### config.mk
export PLATFORM = sky130hd
export DESIGN_NAME = jtframe_rom_nslot
export DESIGN_NICKNAME = d
export VERILOG_FILES = /design/src/rtl/jtframe_rom_pkg.sv /design/src/rtl/jtframe_rom_rrarb.sv /design/src/rtl/jtframe_rom_nslot.sv
export SDC_FILE = /design/constraint.sdc
export NUM_CORES = 1
export LEC_CHECK = 0
export ABC_AREA = 1
export ABC_CLOCK_PERIOD_IN_PS = 14350
export BUFFER_PORTS_ARGS = -buffer_cell sky130_fd_sc_hd__clkbuf_2
export CAP_MARGIN = 40
export CORE_MARGIN = 8
export CORE_UTILIZATION = 35
export CTS_CLUSTER_DIAMETER = 50
export DETAILED_ROUTE_END_ITERATION = 8
export SLEW_MARGIN = 10
export SYNTH_ARGS = -nofsm -noshare
export SYNTH_HDL_FRONTEND = slang
export SYNTH_SLANG_ARGS = --single-unit
export TNS_END_PERCENT = 30
### constraint.sdc
create_clock -name clk -period 14.35 [get_ports clk]
set_input_delay 2.1525 -clock clk [delete_from_list [all_inputs] [get_ports clk]]
set_output_delay 2.1525 -clock clk [all_outputs]
set_load 0.01 [all_outputs]
### src/rtl/jtframe_rom_pkg.sv
// Shared definitions for the N-slot ROM arbiter: FSM states, default
// address width and a helper to build the packed per-slot offset vector.
package jtframe_rom_pkg;

  localparam int SAW_DEF = 22;
  // Widest packed offset vector the helper can build (16 slots x 32 bits).
  localparam int PACK_W  = 512;

  typedef enum logic [1:0] {
    ST_IDLE      = 2'd0,
    ST_WAIT_ACK  = 2'd1,
    ST_WAIT_DATA = 2'd2
  } rom_state_e;

  // Place a saw-bit offset for slot k into an accumulated packed vector.
  function automatic logic [PACK_W-1:0] pack_offset(
    input logic [PACK_W-1:0] acc,
    input int                k,
    input int                saw,
    input logic [31:0]       off
  );
    logic [PACK_W-1:0] mask;
    logic [PACK_W-1:0] v;
    mask = (PACK_W'(1) << saw) - PACK_W'(1);
    v    = (PACK_W'(off) & mask) << (k * saw);
    return acc | v;
  endfunction

endpackage

### src/rtl/jtframe_rom_rrarb.sv
// Request arbiter: scans the request vector starting at a pointer (round
// robin) or at slot 0 (fixed priority) and returns the first hit.
module jtframe_rom_rrarb #(
  parameter int SLOTS = 8,
  parameter bit RR    = 1'b1,
  parameter int IW    = 3
) (
  input  logic [SLOTS-1:0] req,
  input  logic [IW-1:0]    ptr,
  output logic [SLOTS-1:0] gnt,
  output logic [IW-1:0]    gnt_idx,
  output logic             gnt_any
);

  logic [IW-1:0] start;

  // Fixed priority simply forces the scan to begin at slot 0.
  assign start = ptr & {IW{RR}};

  // Walk the slots from the farthest to the nearest so the nearest
  // requester after start overwrites any earlier candidate.
  always_comb begin
    int            idx;
    logic [IW-1:0] ix;
    gnt     = '0;
    gnt_idx = '0;
    gnt_any = 1'b0;
    idx     = 0;
    ix      = '0;
    for (int i = SLOTS - 1; i >= 0; i--) begin
      idx = int'(start) + i;
      if (idx >= SLOTS) idx = idx - SLOTS;
      ix = IW'(idx);
      if (req[ix]) begin
        gnt     = '0;
        gnt[ix] = 1'b1;
        gnt_idx = ix;
        gnt_any = 1'b1;
      end
    end
  end

endmodule

### src/rtl/jtframe_rom_nslot.sv
// N-slot SDRAM read arbiter with a one-word cache per slot. Hits are served
// combinationally from the cache; misses are fetched one at a time over the
// single SDRAM read port.
//
// SDRAM handshake: sdram_req rises with a stable sdram_addr and is held until
// the cycle sdram_ack is sampled high; after that exactly one data_rdy pulse
// carries the word. data_rdy outside the data phase is ignored.
module jtframe_rom_nslot
  import jtframe_rom_pkg::*;
#(
  parameter int                   SLOTS   = 8,
  parameter int                   SAW     = SAW_DEF,
  parameter logic [SLOTS*SAW-1:0] OFFSETS = '0,
  parameter logic [SLOTS-1:0]     DW8     = '0,
  parameter bit                   RR      = 1'b1
) (
  input  logic                 clk,
  input  logic                 rst,
  input  logic                 downloading,
  input  logic [SLOTS-1:0]     slot_cs,
  input  logic [SLOTS*SAW-1:0] slot_addr,
  output logic [SLOTS-1:0]     slot_ok,
  output logic [SLOTS*16-1:0]  slot_dout,
  output logic                 sdram_req,
  output logic [SAW-1:0]       sdram_addr,
  input  logic                 sdram_ack,
  input  logic                 data_rdy,
  input  logic [15:0]          data_read,
  output rom_state_e           st_dbg
);

  localparam int IW = (SLOTS > 1) ? $clog2(SLOTS) : 1;

  rom_state_e       state, st_nx;
  logic [SLOTS-1:0] valid;
  logic [SAW-1:0]   tag  [SLOTS];
  logic [15:0]      data [SLOTS];
  logic [SAW-1:0]   wa   [SLOTS];
  logic [SAW-1:0]   offs [SLOTS];
  logic [SLOTS-1:0] miss;
  logic [IW-1:0]    rr_ptr;
  logic [IW-1:0]    gnt_q;
  logic [SAW-1:0]   tag_pend;
  logic [SLOTS-1:0] gnt;
  logic [IW-1:0]    gnt_idx;
  logic             gnt_any;
  logic [SAW-1:0]   sel_off;
  logic [SAW-1:0]   sel_wa;

  assign st_dbg = state;

  // Per-slot address decode, hit detection and data steering.
  for (genvar k = 0; k < SLOTS; k++) begin : g_slot
    logic [SAW-1:0] addr_k;
    assign addr_k  = slot_addr[k*SAW +: SAW];
    assign offs[k] = OFFSETS[k*SAW +: SAW];
    if (DW8[k]) begin : g_byte
      assign wa[k] = {1'b0, addr_k[SAW-1:1]};
      assign slot_dout[k*16 +: 16] = {8'h00, addr_k[0] ? data[k][15:8] : data[k][7:0]};
    end else begin : g_word
      assign wa[k] = addr_k;
      assign slot_dout[k*16 +: 16] = data[k];
    end
    assign slot_ok[k] = slot_cs[k] & valid[k] & (tag[k] == wa[k]);
    assign miss[k]    = slot_cs[k] & ~slot_ok[k] & ~downloading;
  end

  jtframe_rom_rrarb #(
    .SLOTS (SLOTS),
    .RR    (RR),
    .IW    (IW)
  ) u_arb (
    .req     (miss),
    .ptr     (rr_ptr),
    .gnt     (gnt),
    .gnt_idx (gnt_idx),
    .gnt_any (gnt_any)
  );

  // One-hot select of the granted slot's offset and word address.
  always_comb begin
    sel_off = '0;
    sel_wa  = '0;
    for (int k = 0; k < SLOTS; k++) begin
      if (gnt[k]) begin
        sel_off = sel_off | offs[k];
        sel_wa  = sel_wa | wa[k];
      end
    end
  end

  // FSM state register.
  always_ff @(posedge clk or posedge rst) begin
    if (rst) state <= ST_IDLE;
    else     state <= st_nx;
  end

  // FSM next state; a ROM download aborts whatever is in flight.
  always_comb begin
    st_nx = state;
    if (downloading) begin
      st_nx = ST_IDLE;
    end else begin
      case (state)
        ST_IDLE:      if (gnt_any)   st_nx = ST_WAIT_ACK;
        ST_WAIT_ACK:  if (sdram_ack) st_nx = ST_WAIT_DATA;
        ST_WAIT_DATA: if (data_rdy)  st_nx = ST_IDLE;
        default:                     st_nx = ST_IDLE;
      endcase
    end
  end

  // Request issue, pointer update and cache fill. The fill always writes
  // the tag latched at grant time, even if the slot address moved since.
  always_ff @(posedge clk or posedge rst) begin
    if (rst) begin
      sdram_req  <= 1'b0;
      sdram_addr <= '0;
      gnt_q      <= '0;
      tag_pend   <= '0;
      rr_ptr     <= '0;
      valid      <= '0;
      for (int k = 0; k < SLOTS; k++) begin
        tag[k]  <= '0;
        data[k] <= '0;
      end
    end else if (downloading) begin
      sdram_req <= 1'b0;
      valid     <= '0;
    end else begin
      case (state)
        ST_IDLE: begin
          if (gnt_any) begin
            sdram_addr <= sel_off + sel_wa;
            sdram_req  <= 1'b1;
            gnt_q      <= gnt_idx;
            tag_pend   <= sel_wa;
            rr_ptr     <= (gnt_idx == IW'(SLOTS - 1)) ? '0 : gnt_idx + 1'b1;
          end
        end
        ST_WAIT_ACK: begin
          if (sdram_ack) sdram_req <= 1'b0;
        end
        ST_WAIT_DATA: begin
          if (data_rdy) begin
            tag[gnt_q]   <= tag_pend;
            data[gnt_q]  <= data_read;
            valid[gnt_q] <= 1'b1;
          end
        end
        default: ;
      endcase
    end
  end

endmodule
==> impl_results.md <==
- Status: complete, no violations
- Area share of and/or/nand/nor cells after synthesis: 0.301
- Cell with the largest stage delay on the worst path: dfrtp_1
- Reported leakage power: 12.3 nW
- Cell with the most instances after synthesis: nand2_1
- Synth area leader: dfrtp_1
- MaxCap Viol Count: 0
- Final count of hold timing violations: 0
- Initial Utilization: 0.355
- Layout overhead on the synthesized area: 22.4%
- Slew Limit Headroom: 0.379
- Number of slew-limit violations in the final report: 0
- Post-Syn Area per Cell: 6.97 um^2
- HPWL after detailed placement: 61800 um
- CTS Buf Count: 48
- Endpoint required time on the critical path: 14.82 ns
- Net count of the finished layout: 3233
- Register area share after synthesis: 0.459
- Floorplan die height: 247 um
- Vias in the first global route: 18500
- Number of instances resized during post-cts repair: 0
- Total power: 0.00632 W
- Setup bufs post-CTS: 0
- Critical Path Most Common Cell: nand2_1
- Peak supply drop: 0.141 mV
- Post-route minimum period: 5.88 ns
- Library cell used as clock root buffer: clkbuf_16
- Share of total power consumed by net switching: 0.515
- Post-route ant nets: 0
- Placed cell count: 3657
- Weighted congestion at the end of routability-driven global placement: 1.00
- Cells along the critical path: inv_1 -> ha_1 -> inv_1 -> nand3_1 -> nand3_1 -> nand2_1 -> inv_2 -> nor2_1 -> nor2_1 -> nand2_1 -> nand2_1 -> nand2_1 -> nand2_1 -> nand2_1 -> nand2_1 -> nor2_1 -> nand3_1 -> nand2_1 -> inv_1
- Setup repair after global routing missed its margin: no
- Fin Setup TNS: 0 ns
- Latest clock arrival within the worst-skew pair: 0.59 ns
- Hold/Removal Path Class: register to register
- Placement Rows: 84
- Antenna violations before repair: 17
- Startpoint types: register
- Clock transition at the registers of the reported paths: 0.06 ns
- Gate count of the mapped netlist: 2684
- First-pass iteration count of the detailed router: 6
- Yosys synthesis warning count: 0
- Arrival time of data at the critical path endpoint: 6.35 ns
- Global-route wire length before repair: 120000 um
- Count of buffers inserted at the top-level ports: 365
- Area share of the largest cell type after synthesis: 0.459
- Dominant combinational cell family by area after synthesis: simple AND/OR/NAND/NOR gates
- Number of clock sinks: 343
- Total congestion overflow: 0
- Adder-cell share of the synthesized area: 0.00535
- Via total after detailed routing: 18900
- Average routed wire per standard cell: 22.0 um
- Fmax: 0.170 GHz
- Switching Power: 0.00326 W
- Total internal power: 0.00306 W
- Share of post-route cells with drive strength above 1: 0.164
- CTS hold repair buffers: 0
- Synth unique cells: 39
- Buffer levels on the longest clock path: 3
- Endpoint type of the worst setup path: register
- Post-Synth XOR/XNOR Area: 0.0149
- Deepest level of the CTS H-tree: 2
- Net count after synthesis: 2897
- Critical Path Fanout Max: 23
- Portion of netlist area occupied by mux cells: 0
- Synth Area in Compound Gates: 0.126
- Most common flop cell mapped by yosys: dfrtp_1
- Commonest cells in the netlist: 983 x nand2_1, 343 x dfrtp_1, 333 x inv_1
- Netlist area before placement: 18700 um^2
- Flops & latches, synth: 343
- Number of non-filler instances in the completed layout: 3749
- Share of synthesized flip-flops with an asynchronous set or reset: 1.00
- Die area: 61100 um^2
- Clock group share of total power: 0.201
- Type of the worst setup path: register to register
- Width of the die: 247 um
- CTS tree: built
- DRT iter0 DRCs: 1904
- Maximum number of pins on one net before global-route repair: 84
- Power per Cell Area: 276 nW/um^2
- Largest cells by area after synthesis: dfrtp_1 46%, nand2_1 20%, o21ai_0 8.8%
- Final-layout worst hold slack: 0.484 ns
- Sequential share of power: 0.258
- Setup Viol. Count Final: 0
- Final Skew: 0.0276 ns
- Combinational share of power: 0.542
- Least-Margin Pin Slew: 0.931 ns
- Io pins: 366
- Post-Route WL: 82300 um
- Peak per-stage delay on the critical path: 0.95 ns
- Part of the cycle the worst path needs: 0.410
- Remaining routing DRC violations: 0
- Core region area: 52700 um^2
- Vias per cell: 5.03
- Number of flops mapped to enable cells by yosys: 0
- All-Layer GR Usage: 0.264
-- worst paths after layout --
path	startpoint	end	slack, ns	cells past startpoint
max	rr_ptr[0]$_DFFE_PP0P_	tag_pend[15]$_DFFE_PP0P_	8.47	19
min in group asynchronous	rst	slot_dout[28]$_DFFE_PP0P_	1.65	2
max in group asynchronous	rst	tag[171]$_DFFE_PP0P_	10.82	5
min	slot_dout[48]$_DFFE_PP0P_	slot_dout[48]$_DFFE_PP0P_	0.48	2
min reg2reg	slot_dout[48]$_DFFE_PP0P_	slot_dout[48]$_DFFE_PP0P_	0.48	2
max reg2reg	rr_ptr[0]$_DFFE_PP0P_	tag_pend[15]$_DFFE_PP0P_	8.47	19
-- through the flow --
step                      setup WS (ns)  cell area, um^2   util
after global placement             8.27            21000  0.400
after floorplan                    2.69            18700      -
after CTS                          8.59            22800  0.434
after global routing               8.13            22900  0.434
final                              8.47            22900  0.435
after detailed placement           8.31            21200  0.402
-- placed cells by master (no fill, tap or decap), types with 5 or more instances in the layout --
cell type,instances
diode_2,5
clkinv_2,9
nand3_1,120
nand4_1,26
nand2_2,8
ha_1,8
buf_4,15
inv_1,332
nor4_1,5
dfrtp_1,343
nor2_1,230
clkbuf_16,49
bufinv_16,7
xnor2_1,20
clkinv_4,5
inv_2,6
o21ai_0,330
o21ai_1,28
nand2_1,983
a21oi_1,86
xor2_1,10
clkbuf_2,365
nor3_1,13
-- power by group through the flow --
stage | registers (W) | clock network [W] | logic (W)
detailed placement | 0.00162 | 0 | 0.00333
finish | 0.00163 | 0.00127 | 0.00342
floorplan | 0.00162 | 0 | 0.00212
global placement | 0.00163 | 0 | 0.00333
global route | 0.00167 | 0.00132 | 0.00372
CTS | 0.00162 | 0.00129 | 0.00334
-- layer usage --
layer  part of all wire  GRT usage  vias to the layer above  wire length [um]
met1               0.40      0.332                     8613             32900
met3               0.10     0.0720                      218              8310
met5             0.0018          0                        -               149
li1                   -          -                     9069                 -
met4              0.058      0.135                       22              4730
met2               0.44      0.414                      930             36200
-- sequential cells by signal (all words and copies together) (netlist names) --
signal,flops
rr_ptr,3
sdram_req,1
valid,8
st_dbg,2
slot_dout,128
tag,176
gnt_q,3
tag_pend,22
-- final cells by class --
type                    instances  area, um^2
repair buffers                386        2080
multi-input cells            1900        8360
diodes                          5        12.5
inverters                     341        1290
flip-flops and latches        343        8580
clock inverters                31         414
fillers                      5599       29800
clock buffers                  55        1280
well taps                     688         861
-- kinds of logic (layout without fill, tap and decap cells) --
family / Yosys count / in the layout
AND/OR/NAND/NOR: 1401 / 1401
XOR/XNOR: 31 / 31
AO/OA/AOI/OAI: 460 / 460
buffers and inverters: 441 / 813
adder cells (fa/ha/maj): 8 / 8
flip-flops: 343 / 343
other: 0 / 5
-- critical path, delay by kind of cell (launching register included) --
kind | cells | cell delay (ns)
adder cells (fa/ha/maj) | 1 | 0.83
buffers and inverters | 4 | 1.31
flip-flops | 1 | 0.95
AND/OR/NAND/NOR | 14 | 2.65
No activity file was read; power rests on OpenSTA's default activity.
